$ cat src/rtl/pe_pkg.sv
// Shared types and default widths for the PE input router.
package pe_pkg;

  typedef enum logic [1:0] {DST_IFMAP, DST_ROW, DST_BCAST, DST_INVALID} route_t;

  localparam int NUM_ROWS_DEF     = 3;
  localparam int FILTER_WIDTH_DEF = 8;
  localparam int IFMAP_WIDTH_DEF  = 9;
  localparam int FIFO_DEPTH_DEF   = 2;

endpackage

$ cat src/rtl/pe_sync_fifo.sv
// First-word-fall-through synchronous FIFO; pointers carry one extra wrap bit.
module pe_sync_fifo #(
  parameter int WIDTH = 8,
  parameter int DEPTH = 2
) (
  input  logic             clk,
  input  logic             reset,
  input  logic             push,
  input  logic [WIDTH-1:0] push_data,
  output logic             full,
  input  logic             pop,
  output logic             empty,
  output logic [WIDTH-1:0] pop_data
);
  localparam int AW = $clog2(DEPTH);

  logic [DEPTH-1:0][WIDTH-1:0] mem;
  logic [AW:0] wr_ptr, rd_ptr;
  logic do_push, do_pop;

  assign empty    = (wr_ptr == rd_ptr);
  assign full     = (wr_ptr[AW] != rd_ptr[AW]) && (wr_ptr[AW-1:0] == rd_ptr[AW-1:0]);
  // full gates the push even when the same cycle pops, so ready never depends on pop
  assign do_push  = push & ~full;
  assign do_pop   = pop & ~empty;
  assign pop_data = mem[rd_ptr[AW-1:0]];

  always_ff @(posedge clk or posedge reset) begin
    if (reset) begin
      mem    <= '0;
      wr_ptr <= '0;
      rd_ptr <= '0;
    end else begin
      if (do_push) begin
        mem[wr_ptr[AW-1:0]] <= push_data;
        wr_ptr <= wr_ptr + (AW+1)'(1);
      end
      if (do_pop) rd_ptr <= rd_ptr + (AW+1)'(1);
    end
  end

endmodule

$ cat src/rtl/pe_input_router.sv
// Steers tagged words to the ifmap FIFO or per-row filter FIFOs; tracks load mask and bad-row errors.
module pe_input_router import pe_pkg::*; #(
  parameter int  NUM_ROWS     = NUM_ROWS_DEF,
  parameter int  FILTER_WIDTH = FILTER_WIDTH_DEF,
  parameter int  IFMAP_WIDTH  = IFMAP_WIDTH_DEF,
  parameter int  FIFO_DEPTH   = FIFO_DEPTH_DEF,
  localparam int ROW_W        = (NUM_ROWS > 1) ? $clog2(NUM_ROWS) : 1,
  localparam int FW           = NUM_ROWS * FILTER_WIDTH
) (
  input  logic                   clk,
  input  logic                   reset,
  input  logic                   in_valid,
  output logic                   in_ready,
  input  logic [FW-1:0]          in_data,
  input  logic                   in_is_filter,
  input  logic                   in_bcast,
  input  logic [ROW_W-1:0]       in_row,
  output logic                   ifmap_valid,
  input  logic                   ifmap_ready,
  output logic [IFMAP_WIDTH-1:0] ifmap_data,
  output logic [NUM_ROWS-1:0]    row_valid,
  input  logic [NUM_ROWS-1:0]    row_ready,
  output logic [NUM_ROWS*FW-1:0] row_data,
  output logic [NUM_ROWS-1:0]    row_loaded,
  output logic                   rows_all_loaded,
  input  logic                   load_clr,
  output logic                   err_row,
  input  logic                   err_clr
);
  route_t route;
  logic [NUM_ROWS-1:0] row_sel, row_full, row_empty, row_push, loaded_next;
  logic ifmap_full, ifmap_empty, accept;

  always_comb begin
    route = DST_IFMAP;
    if (in_is_filter) begin
      if (in_bcast)                                      route = DST_BCAST;
      else if ({1'b0, in_row} < (ROW_W+1)'(NUM_ROWS))    route = DST_ROW;
      else                                               route = DST_INVALID;
    end
  end

  always_comb begin
    in_ready = 1'b1;
    case (route)
      DST_IFMAP: in_ready = ~ifmap_full;
      DST_ROW:   in_ready = ~|(row_full & row_sel);
      DST_BCAST: in_ready = ~|row_full;
      default:   in_ready = 1'b1;
    endcase
  end

  assign accept      = in_valid & in_ready;
  assign row_push    = ({NUM_ROWS{accept && route == DST_BCAST}}) |
                       ({NUM_ROWS{accept && route == DST_ROW}} & row_sel);
  assign loaded_next = (load_clr ? '0 : row_loaded) | row_push;
  assign ifmap_valid = ~ifmap_empty;
  assign row_valid   = ~row_empty;

  pe_sync_fifo #(.WIDTH(IFMAP_WIDTH), .DEPTH(FIFO_DEPTH)) u_ifmap_fifo (
    .clk(clk), .reset(reset),
    .push(accept && route == DST_IFMAP), .push_data(in_data[IFMAP_WIDTH-1:0]), .full(ifmap_full),
    .pop(ifmap_ready), .empty(ifmap_empty), .pop_data(ifmap_data)
  );

  for (genvar r = 0; r < NUM_ROWS; r++) begin : g_row
    assign row_sel[r] = (in_row == ROW_W'(r));
    pe_sync_fifo #(.WIDTH(FW), .DEPTH(FIFO_DEPTH)) u_row_fifo (
      .clk(clk), .reset(reset),
      .push(row_push[r]), .push_data(in_data), .full(row_full[r]),
      .pop(row_ready[r]), .empty(row_empty[r]), .pop_data(row_data[r*FW +: FW])
    );
  end

  // clear is applied first so a same-cycle set survives
  always_ff @(posedge clk or posedge reset) begin
    if (reset) begin
      row_loaded      <= '0;
      rows_all_loaded <= 1'b0;
      err_row         <= 1'b0;
    end else begin
      row_loaded      <= loaded_next;
      rows_all_loaded <= (&loaded_next) & ~(&row_loaded);
      err_row         <= (err_clr ? 1'b0 : err_row) | (accept && route == DST_INVALID);
    end
  end

endmodule

$ cat config.mk
export PLATFORM = sky130hd
export DESIGN_NAME = pe_input_router
export DESIGN_NICKNAME = d
export VERILOG_FILES = /design/src/rtl/pe_pkg.sv /design/src/rtl/pe_sync_fifo.sv /design/src/rtl/pe_input_router.sv
export SDC_FILE = /design/constraint.sdc
export NUM_CORES = 1
export LEC_CHECK = 0
export ABC_AREA = 1
export ABC_CLOCK_PERIOD_IN_PS = 14900
export CORE_UTILIZATION = 40
export CTS_BUF_LIST = sky130_fd_sc_hd__clkbuf_8
export DETAILED_ROUTE_END_ITERATION = 8
export GPL_TIMING_DRIVEN = 0
export PLACE_DENSITY = 0.59
export REMOVE_ABC_BUFFERS = 1
export SLEW_MARGIN = 10
export SYNTH_ARGS = -nofsm -noshare
export SYNTH_HDL_FRONTEND = slang
export SYNTH_SLANG_ARGS = --single-unit
export TNS_END_PERCENT = 100
$ cat constraint.sdc
create_clock -name clk -period 14.9 [get_ports clk]
set_input_delay 2.235 -clock clk [delete_from_list [all_inputs] [get_ports clk]]
set_output_delay 2.235 -clock clk [all_outputs]
set_load 0.05 [all_outputs]
==> results.md, run 1 <==
- The count of input and output buffers is approximately 130.
- In this run the post-CTS setup repair buffer count came out at 0.
- In this run the vertical extent of the chip is 148 um.
- The tool flagged a number of max-cap violations equal to 0.
- The type of destination of the critical path is a primary output.
- VDD sags by at most around 160 uV.
- The part of the power in combinational logic is 53.1%.
- The post-detailed-placement cell area is around 9800 um2.
- The number of hold violations in the final report came to 0.
- The net load switching power is ~1400 uW.
- Leaving out fill and tap cells, the most frequent cell in the layout is sky130_fd_sc_hd__nand2_1.
- In this run the remaining antenna-violating nets after routing total 0.
- The core region area is ~21000 um2.
- The number of antenna violations at the first check in global routing is 0.
- The first global-routing pass estimated roughly 36000 um of wire.
- On the final layout, the worst hold slack is 476 ps.
- The H-tree generated during clock tree synthesis spans 4 levels.
- The area growth from synthesis to layout is 20.3%.
- The post-cts hold buffer count is 0.
- In this run the cell area of the synthesized design comes to between 8000 and 9000 um2.
- The number of antenna repair diodes is 0.
- Summed over all layers, the routed wires come to 22700 um.
- On the final layout, the worst clock skew is around 17 ps.
- The critical setup path kind is in -> out.
- The register cell area after layout is around 4600 um2.
- The total overflow left after global routing is 0.
- Per report_power, the clock group accounts for around an eighth of the total.
- Routability-driven placement finished with a final weighted congestion of roughly 0.75.
- The capture instance of the worst register-to-register path is g_row[1].u_row_fifo.mem[45].
- The worst path in the final design needs a cycle of approximately 6500 ps, including I/O delays and setup.
- The count of pins over their slew limit came to 0.
- The number of core rows is 53.
- The number of violations reported at the end of detailed-routing iteration 0 is 500.
- The overall routing resource usage is a little over a fifth.
- Once the floorplan was initialized, standard cells occupied between 40% and 50% of the core.
- For the pin with the worst max-slew slack, the measured transition is ~1100 ps.
- Based on the critical path, the design can be clocked at up to between 150 and 200 MHz.
- Adding up every negative setup slack in the final design gives 0 ps.
- A synthesized cell averages a little under 8 um2.
- The portion of the post-synthesis area used by sequential elements is ~54%.
- The gate count of the mapped netlist is about 1.1k.
- Yosys printed 0 warnings.
- The worst path required time is 12660 ps.
- The clock reaches the later pin of the worst-skew pair after about 460 ps.
- For hold timing, the worst endpoint is g_row[1].u_row_fifo.mem[47].
- Clock-pin slew was measured on the worst setup and hold paths at 80 ps.
- Of the cells placed in the final design, the portion with a size suffix greater than 1 is under 10%.
- Gates resized during post-CTS repair numbered 0.
- The maximum fanout count along the critical path is 6.
- The worst path uses between 40% and 50% of the clock period.
- For flop-to-flop paths, the worst setup slack is between 10000 and 15000 ps.
- The via count of the first global-routing pass came to roughly 6.7k.
- Prior to clock tree synthesis, the placed netlist has a worst setup slack of between 8000 and 9000 ps.
- After detailed routing, the number of remaining DRC violations is 0.
- The startpoint of the tightest hold check path is g_row[1].u_row_fifo.mem[47].
- Setup slack on the critical path of the routed design comes to between 8000 and 9000 ps.
- The total of endpoints with negative setup slack in the final report is 0.
- The worst register-to-register path has a depth of 13.
- The critical path startpoint category is an input pin.
- The finished cells cover around 10000 um2.
- Synthesis instantiated 23 different standard cells from the library.
- The run finished with clean final reports.
- The layout has 2144 filler cells.
- Measured on the finished design, the core utilization comes to 48.9%.
- Dividing the detail-routed wire length by the instance count gives around 15 um.
- The worst register-to-register path begins at g_row[0].u_row_fifo.wr_ptr[0].
- For this run, the detailed router's first-pass iteration total came to 4.
- The cell count of the worst hold path is 2.
- The number of clock sinks seen by CTS is approximately 180.
- In the layout the commonest cells are sky130_fd_sc_hd__nand2_1, sky130_fd_sc_hd__dfrtp_1, sky130_fd_sc_hd__nand3_1.
- The remaining max-slew budget at the tightest pin is between 20% and 30%.
- The maximum number of pins on one net before global-route repair is around 100.
- The area taken by multi-input logic gates is around 3500 um2.
- For this run, the post-layout net count is about 1.2k.
- The TritonCTS clock tree is done.
- In this run the count of I/O pins placed on the die edge is about 130.
- The clock passes through at most 2 buffers.
- The power per cell area is roughly 270 nW/um2.
- Clock tree synthesis selected as its root buffer the cell sky130_fd_sc_hd__clkbuf_8.
- Cell internal power was estimated by the tool at 1340 uW.
- Setup repair after global routing left no endpoint under its margin.
- Net switching is between 50% and 60% of the power.
- The static power due to leakage is roughly 0.0054 uW.
- The width of the chip is 148 um.
- The number of flip-flops and latches in the synthesized netlist is around 180.
- In this run, flip-flops and latches consume between 30 and 40% of the power.
- The path class of the tightest hold or removal check is reg -> reg.
- The arrival time of the worst setup path is 4230 ps.
- TritonCTS created 17 clock buffers.
- The number of vias after detailed routing is between 7k and 8k.
- The die covers roughly 22000 um2.
- The half-perimeter wire length after detailed placement is roughly 14000 um.
- The average vias per placed instance is roughly 5.
-- registers in the layout, indices dropped and copies added (netlist names), 2 cells and up --
register / count
g_row.u_row_fifo.mem: 144
g_row.u_row_fifo.rd_ptr: 6
g_row.u_row_fifo.wr_ptr: 6
row_loaded: 3
u_ifmap_fifo.mem: 18
u_ifmap_fifo.rd_ptr: 2
u_ifmap_fifo.wr_ptr: 2
-- cell type report --
type                       count  area share [%]
sequential                   183            44.6
timing repair buffer         128            12.7
inverter                      35            1.43
tap                          275            3.35
clock buffer                  19            2.55
multi-input combinational    830            33.7
clock inverter                13            1.66
-- worst max-delay path: stages --
cell                              delay (ps)
sky130_fd_sc_hd__clkdlybuf4s50_1         560
sky130_fd_sc_hd__inv_2                    80
sky130_fd_sc_hd__nor3_4                  220
sky130_fd_sc_hd__nand2_1                  80
sky130_fd_sc_hd__inv_1                    50
sky130_fd_sc_hd__nand2_1                  70
sky130_fd_sc_hd__nand2_4                 120
sky130_fd_sc_hd__clkdlybuf4s50_1         810
-- metal layers --
metal,routed length [um],GRT usage [%]
met5,0,0
met2,10600,33.2
met4,303,5.52
met1,11000,31.5
met3,853,3.43
-- through the flow --
stage | power [uW] | instances
2_1_floorplan | 1870 | 1048
3_3_place_gp | 2370 | 1450
3_5_place_dp | 2390 | 1451
4_1_cts | 2760 | 1483
5_1_grt | 2920 | 1483
6_report | 2730 | 1483
-- synth_stat cells, drive strengths merged --
master | number | area (um2)
clkbuf | 23 | 86.3
nor2 | 16 | 67.6
inv | 35 | 139
nor3 | 1 | 16.3
o21ai | 19 | 95.1
nand4 | 3 | 18.8
a21oi | 4 | 20.0
buf | 38 | 264
xor2 | 5 | 43.8
o22ai | 1 | 6.26
nand2 | 619 | 2370
dfrtp | 183 | 4580
nand3 | 162 | 823
-- worst max-delay path by stage --
stage / start / to / slack (ps)
final: in_is_filter / in_ready / 8430
after global placement: reset / g_row[1].u_row_fifo.mem[12] / 4930
after CTS: in_is_filter / in_ready / 8440
after floorplan: reset / err_row / 7690
after global routing: in_is_filter / in_ready / 8370
after detailed placement: in_is_filter / in_ready / 8430
-- power by group through the flow --
stage	clock (uW)	sequential [uW]	combinational (uW)
2_1_floorplan	0	874	999
3_5_place_dp	0	926	1460
3_3_place_gp	0	921	1450
6_report	364	918	1450
4_1_cts	373	918	1460
5_1_grt	394	951	1570
-- cells by family after synthesis --
family | after synthesis | synth area share, %
AND/OR/NAND/NOR | 801 | 38.6
flip-flops | 183 | 53.7
buffers and inverters | 96 | 5.74
AO/OA/AOI/OAI | 24 | 1.42
XOR/XNOR | 5 | 0.514
(Power assumes the default switching activity.)
==> run 2: changes to the inputs <==
ABC_CLOCK_PERIOD_IN_PS = 5650   (was 14900)
PLACE_DENSITY = 0.61   (was 0.59)
clock period = 5.65 ns   (was 14.9 ns; I/O delays follow)
==> run 2 against run 1 <==
Against the previous run: register-to-register slack worse by 9200 ps; cell area increased by 0.45%; count of clock-buffer cells in the layout shrank 1; non-clock buffer count is the same; critical path depth up 1; global-route usage is 0.14 points lower; die area is the same; sequential share of layout area shrank 0.20 points; critical endpoint unchanged; largest cell class unchanged.
==> results.md, run 2 (synthesis gave the netlist of run 1 again) <==
- The total of endpoints with negative setup slack in the final report is 0.
- The time the worst path needs with I/O delays and setup is about 4400 ps.
- The via count of the first global-routing pass is 6795.
- The number of hold violations in the final report is 0.
- The library cells used most frequently in the layout, excluding fill and tap cells, are sky130_fd_sc_hd__nand2_1, sky130_fd_sc_hd__dfrtp_1, sky130_fd_sc_hd__nand3_1.
- Setup repair after global routing left no endpoint under its margin.
- The count of pins over their slew limit is 0.
- The width of the chip is approximately 150 um.
- Internal power comes to 3660 uW.
- The reported max-cap violation count is 0.
- The power per cell area is a little over 700 nW/um2.
- The number of filler cells placed in the layout is ~2.1k.
- The number of clock sinks seen by CTS is about 180.
- TritonCTS created 17 clock buffers.
- The floorplan step defined a die boundary enclosing roughly 22000 um2.
- The aggregate negative setup slack is 0 ps.
- Summed over all layers, the routed wires come to roughly 23000 um.
- The average vias per placed instance is roughly 5.
- The register with the most flip-flops in the layout has approximately 140 of them.
- The number of antenna violations at the first check in global routing was 0.
- In this run the deepest clock path goes through 2 buffers.
- In this run, the number of DRC markers left after iteration 0 of detailed routing was 425.
- The register cell area after layout is 4580 um2.
- Dividing the final minimum period by the clock period gives a little under 80%.
- The most flop-heavy register is g_row.u_row_fifo.mem.
- Along the worst path, the maximum fanout reaches 29.
- The area taken by multi-input logic gates is roughly 3500 um2.
- STA classifies the critical path endpoint as a primary output.
- The vertical extent of the die is 148 um.
- In this run the post-CTS setup repair buffer count came out at 0.
- The final layout contains 1232 nets.
- The net load switching power is around 3600 uW.
- The fraction of power spent switching nets is 49.9%.
- Hold repair after CTS inserted 0 buffers.
- The starting density of the core is between 40 and 50%.
- The global-route wire length before repair is roughly 36000 um.
- The number of antenna diodes in the final layout is 0.
- The part of the power in combinational logic is a little over half.
- TritonCTS built the clock tree.
- The final routed DRC violation total is 0.
- The clock share of power is 14.4%.
- The run finished with clean final reports.
- At the later pin of the worst-skew pair, clock insertion delay measures approximately 460 ps.
- The post-route clock skew is roughly 12 ps.
- The count of cells along the worst register-to-register path is 13.
- Compared with the post-synthesis result, the final layout area differs by 20.9%.
- The register clock-pin slew on the reported worst setup and hold paths is 90 ps.
- The cell at the root of the clock tree is sky130_fd_sc_hd__clkbuf_8.
- Prior to clock tree synthesis, the placed netlist has a worst setup slack of ~1400 ps.
- Along the worst hold path, the cell count comes to 2.
- The number of vias after detailed routing is 7226.
- In the final layout, the registers with the most flip-flops are g_row.u_row_fifo.mem (144), u_ifmap_fifo.mem (18).
- Gates resized during post-CTS repair numbered 0.
- The classification of the worst-slack hold path is reg -> reg.
- Entering global routing, the biggest net connects 100 pins.
- The half-perimeter wire length after detailed placement is between 10000 and 15000 um.
- The worst pin sits at a relative slew slack of 27.0%.
- The remaining number of nets flagged by the antenna check after routing is 0.
- IR analysis of the VDD net gives a maximum drop of ~350 uV.
- The worst path required time is about 4800 ps.
- Per report_power, the sequential group accounts for 33.1% of the total.
- Setup slack on the critical path of the routed design comes to between 1000 and 1500 ps.
- Leaving out fill and tap cells, the most frequent cell in the layout is sky130_fd_sc_hd__nand2_1.
- The pre-antenna-repair detailed-routing pass consisted of 5 iterations.
- The H-tree depth reported by CTS is 4.
- For this run, the top clock speed supported by timing is ~230 MHz.
- The critical path startpoint category is a flip-flop.
- The routed wirelength normalized by instance count is roughly 15 um.
- The I/O pin total is roughly 130.
- The transition time of the tightest slew-check pin is ~1100 ps.
- The final weighted congestion in routability-driven placement is between 0.7 and 0.8.
- The count of input and output buffers is around 130.
- The post-route netlist has slightly below 5% of its cells at a drive strength greater than 1.
- The overall routing resource usage is between 20% and 30%.
- The overflow left after global routing is 0.
- The static power due to leakage is approximately 0.0055 uW.
- The initialized floorplan defines between 50 and 60 standard-cell rows.
- The critical path in this run is classified as reg -> out.
- After floorplanning, the core was sized to cover ~21000 um2.
- STA puts the critical path data arrival time at roughly 3600 ps.
## run 2: worst paths after layout
path	end	slack (ps)	startpoint
max in group asynchronous	u_ifmap_fifo.mem[12]	3870	reset
max reg2reg	g_row[2].u_row_fifo.mem[42]	1400	g_row[0].u_row_fifo.wr_ptr[0]
min in group asynchronous	g_row[0].u_row_fifo.mem[26]	850	reset
min reg2reg	g_row[1].u_row_fifo.mem[10]	470	g_row[1].u_row_fifo.mem[10]
max	in_ready	1250	g_row[0].u_row_fifo.wr_ptr[0]
min	g_row[1].u_row_fifo.mem[10]	470	g_row[1].u_row_fifo.mem[10]
## run 2: power by group through the flow
stage	Combinational (uW)	Clock (uW)	Sequential (uW)
floorplan	2640	0	2300
global placement	3820	0	2430
detailed placement	3860	0	2440
CTS	3870	1070	2420
global route	4140	1120	2510
finish	3830	1050	2420
## run 2: routing by layer
layer / part of all wire, % / track usage [%] / wire [um] / vias up
met4: 1.1 / 5.67 / 256 / 0
met1: 47 / 30.7 / 10600 / 3402
met5: 0 / 0 / 0 / -
met3: 4.7 / 3.27 / 1050 / 20
li1: - / - / - / 3629
met2: 47 / 33.6 / 10700 / 175
## run 2: layout make-up
| cell class | instances | share of cell area [%] |
|---|---|---|
| multi-input cells | 830 | 33.6 |
| well taps | 275 | 3.34 |
| repair buffers | 128 | 12.6 |
| clock inverters | 14 | 2.23 |
| flip-flops and latches | 183 | 44.4 |
| clock buffers | 18 | 2.40 |
| inverters | 35 | 1.42 |
## run 2: through the flow
stage / std cells / power (uW) / util [%] / hold slack [ps] / area (um2)
after floorplan: 1048 / 4940 / - / 442 / 8180
after global placement: 1450 / 6250 / 46.7 / 453 / 9790
after detailed placement: 1451 / 6300 / 46.9 / 458 / 9830
after CTS: 1483 / 7360 / 49.2 / 480 / 10300
after global routing: 1483 / 7770 / 49.2 / 494 / 10300
final: 1483 / 7300 / 49.2 / 475 / 10300
## run 2: critical path, cell delays in order (launching register included)
cell and delay, ps:
sky130_fd_sc_hd__dfrtp_1 1070, sky130_fd_sc_hd__inv_2 510, sky130_fd_sc_hd__nand2_1 180, sky130_fd_sc_hd__nand2_1 120, sky130_fd_sc_hd__nand3_1 100, sky130_fd_sc_hd__nand2_1 50, sky130_fd_sc_hd__inv_1 40, sky130_fd_sc_hd__nand2_1 70
sky130_fd_sc_hd__nand2_4 110, sky130_fd_sc_hd__clkdlybuf4s50_1 810
==> run 3: changes to the inputs <==
ABC_CLOCK_PERIOD_IN_PS = 4100   (was 5650)
PLACE_DENSITY = 0.59   (was 0.61)
clock period = 4.1 ns   (was 5.65 ns; I/O delays follow)
==> run 3 against run 2 <==
Against the previous run: register-to-register slack got worse by 870 ps; clock skew increased by 3.5 ps; cell area decreased by 0.24%; sequential power increased by 38%; critical endpoint unchanged; highest routed layer unchanged.
==> results.md, run 3 (synthesis gave the netlist of run 1 again) <==
- The run finished with clean final reports.
- Leaving out fill and tap cells, the most frequent cell in the layout is sky130_fd_sc_hd__nand2_1.
- The critical path's top delay family is buffers and inverters.
- In this design, the stage delay of the slowest critical-path cell is 1010 ps.
- The critical path goes through inv_4 -> nand2_2 -> nand2_1 -> nand3_1 -> nand2_1 -> inv_1 -> nand2_1 -> nand2_4 -> clkdlybuf4s50_1.
- The cell at the root of the clock tree is sky130_fd_sc_hd__clkbuf_8.
- The die outline area is between 20000 and 25000 um2.
- The transition time of the tightest slew-check pin is 1010 ps.
- The core region area is between 20000 and 25000 um2.
- The number of antenna repair diodes is 0.
- The analysis attributes to cell leakage a power of roughly 0.0054 uW.
- The area taken by multi-input logic gates is 3470 um2.
- Measured along the y axis, the die boundary spans roughly 150 um.
- Setup violations remaining at the end of the flow were counted as 0.
- The portion of the clock cycle consumed by the worst path in the final layout is between 90% and 100%.
- The count of pins over their slew limit is 0.
- The via count of the first global-routing pass is between 6k and 7k.
- Routability-driven placement finished with a final weighted congestion of 0.751.
- The I/O pin total is between 100 and 150.
- For this design, the sink count on the clock tree is between 150 and 200.
- For the worst setup path, the data arrival time is ~3200 ps.
- The aggregate negative setup slack is 0 ps.
- The layout-stage area growth over the synthesis result is 20.6%.
- After routing the design area is about 10000 um2.
- After detailed placement, the design holds a cell count of around 1.5k.
- After clock tree synthesis, the setup repair step added 0 buffers.
- The register cell area after layout is around 4600 um2.
- Counting instances, the worst hold path has a depth of 2.
- The maximum fanout count along the critical path is 27.
- The worst supply voltage drop on vdd is ~570 uV.
- The clock tree synthesis step divided the H-tree into 4 levels.
- For this run, the detailed router's first-pass iteration total came to 5.
- The final core utilization is 49.1%.
- The critical path startpoint category is a flip-flop.
- The most flop-heavy register is g_row.u_row_fifo.mem.
- Clock-pin slew was measured on the worst setup and hold paths at 90 ps.
- The maximum count of clock buffers along a single path is 2.
- For the worst-skew pair, the clock arrives at the later sink with an insertion delay of between 400 and 500 ps.
- In the routed layout, each cell is associated on average with a via count of a little under 5.
- After filler insertion, the fill cell instance count of the layout stands at 2139.
- The power per cell area is just under 1000 nW/um2.
- The number of core rows is 53.
- The completed layout was analyzed and its total power is between 9000 and 10000 uW.
- In this run the tool buffered the top-level ports with approximately 130 buffer cells.
- In this design, the critical path's most frequently occurring cell is sky130_fd_sc_hd__nand2_1.
- The routed design could run at a clock period as short as 3830 ps.
- The post-cts hold buffer count is 0.
- The routed wirelength normalized by instance count is ~15 um.
- The count of cell instances traversed by the critical path is 9.
- The final routed DRC violation total is 0.
- The final layout contains routed wiring with a total length of 22700 um.
- The register with the most flip-flops in the layout has between 100 and 150 of them.
- The remaining number of nets flagged by the antenna check after routing is 0.
- The worst path required time is 3480 ps.
- The worst register-to-register path has a depth of 13.
- The reported max-cap violation count is 0.
- The first global-routing pass estimated 36500 um of wire.
- The maximum number of pins on one net before global-route repair is roughly 100.
- The largest individual stage delay along the critical path comes from the cell sky130_fd_sc_hd__dfrtp_1.
- The classification of the worst-slack hold path is reg -> reg.
- In the final layout, the registers with the most flip-flops are g_row.u_row_fifo.mem (144), u_ifmap_fifo.mem (18).
- The critical path is of the reg -> out type.
- The remaining max-slew budget at the tightest pin is 32.8%.
- Setup repair after global routing left no endpoint under its margin.
- At the end of the flow, the number of nets in the layout was ~1.2k.
- The TritonCTS clock tree is done.
- The width of the chip is approximately 150 um.
- The fraction of layout cells with a size suffix above 1 is between 5 and 6%.
- The library cells used most frequently in the layout, excluding fill and tap cells, are sky130_fd_sc_hd__nand2_1, sky130_fd_sc_hd__dfrtp_1, sky130_fd_sc_hd__nand3_1.
- The overall routing resource usage is between 20% and 30%.
- The number of antenna violations at the first check in global routing is 0.
- The detailed router placed between 7k and 8k vias in this run.
- The post-route clock skew is 15.4 ps.
- The count of buffer and inverter cells on the critical path is 3.
- The number of hold violations in the final report is 0.
- STA classifies the critical path endpoint as a primary output.
- The fmax is ~260 MHz.
- The initial utilization of the core area, before any placement, comes to approximately two fifths.
- The post-detailed-placement cell area is about 9800 um2.
- Detailed placement finished with a half-perimeter wire length of ~14000 um.
- The final cell count without fillers is about 1.5k.
- Summed over all layers, the global routing overflow is 0.
- The number of violations reported at the end of detailed-routing iteration 0 is ~500.
- The CTS buffer count is 17.
run 3: final timing paths:
check,from,to,slack (ps)
hold / removal,g_row[1].u_row_fifo.mem[47],g_row[1].u_row_fifo.mem[47],480
setup / recovery,g_row[2].u_row_fifo.rd_ptr[0],in_ready,270
hold reg to reg,g_row[1].u_row_fifo.mem[47],g_row[1].u_row_fifo.mem[47],480
min in group asynchronous,reset,g_row[0].u_row_fifo.mem[29],620
setup reg to reg,g_row[2].u_row_fifo.rd_ptr[0],g_row[1].u_row_fifo.mem[5],530
max in group asynchronous,reset,g_row[1].u_row_fifo.rd_ptr[0],2560
run 3: layout make-up:
class / instances / share of cell area (%)
Clock buffer: 19 / 2.54
Multi-Input combinational cell: 830 / 33.8
Timing Repair Buffer: 128 / 12.6
Tap cell: 275 / 3.35
Sequential cell: 183 / 44.6
Inverter: 35 / 1.42
Clock inverter: 13 / 1.66
run 3: tightest hold or removal path, stage by stage (launching register included):
cell and delay, ps:
sky130_fd_sc_hd__dfrtp_1 350, sky130_fd_sc_hd__nand2_1 50, sky130_fd_sc_hd__nand2_1 40
run 3: where the power goes:
| group | total (uW) | internal (uW) | switching [uW] |
|---|---|---|---|
| logic | 5270 | 1620 | 3650 |
| registers | 3340 | 2630 | 718 |
| clock network | 1330 | 643 | 685 |
| total | 9940 | 4890 | 5050 |
run 3: stage by stage:
stage               hold WS, ps  worst slack (ps)
finish                      477               275
global route                492              73.0
CTS                         480              6.76
detailed placement          458              -137
global placement            453             -4250
floorplan                   442             -1490
run 3: what timing repair did:
| item | 4_1_cts | 5_1_grt |
|---|---|---|
| resized for setup | 3 | 5 |
| hold endpoints to repair | 0 | 0 |
| setup endpoints to repair | 149 | 101 |
run 3: per-layer routing:
layer	share of wire [%]	track usage (%)	vias to the layer above
li1	-	-	3638
met3	4.0	3.43	19
met5	0	0	-
met4	1.2	5.52	0
met2	46	33.2	154
met1	49	31.5	3426
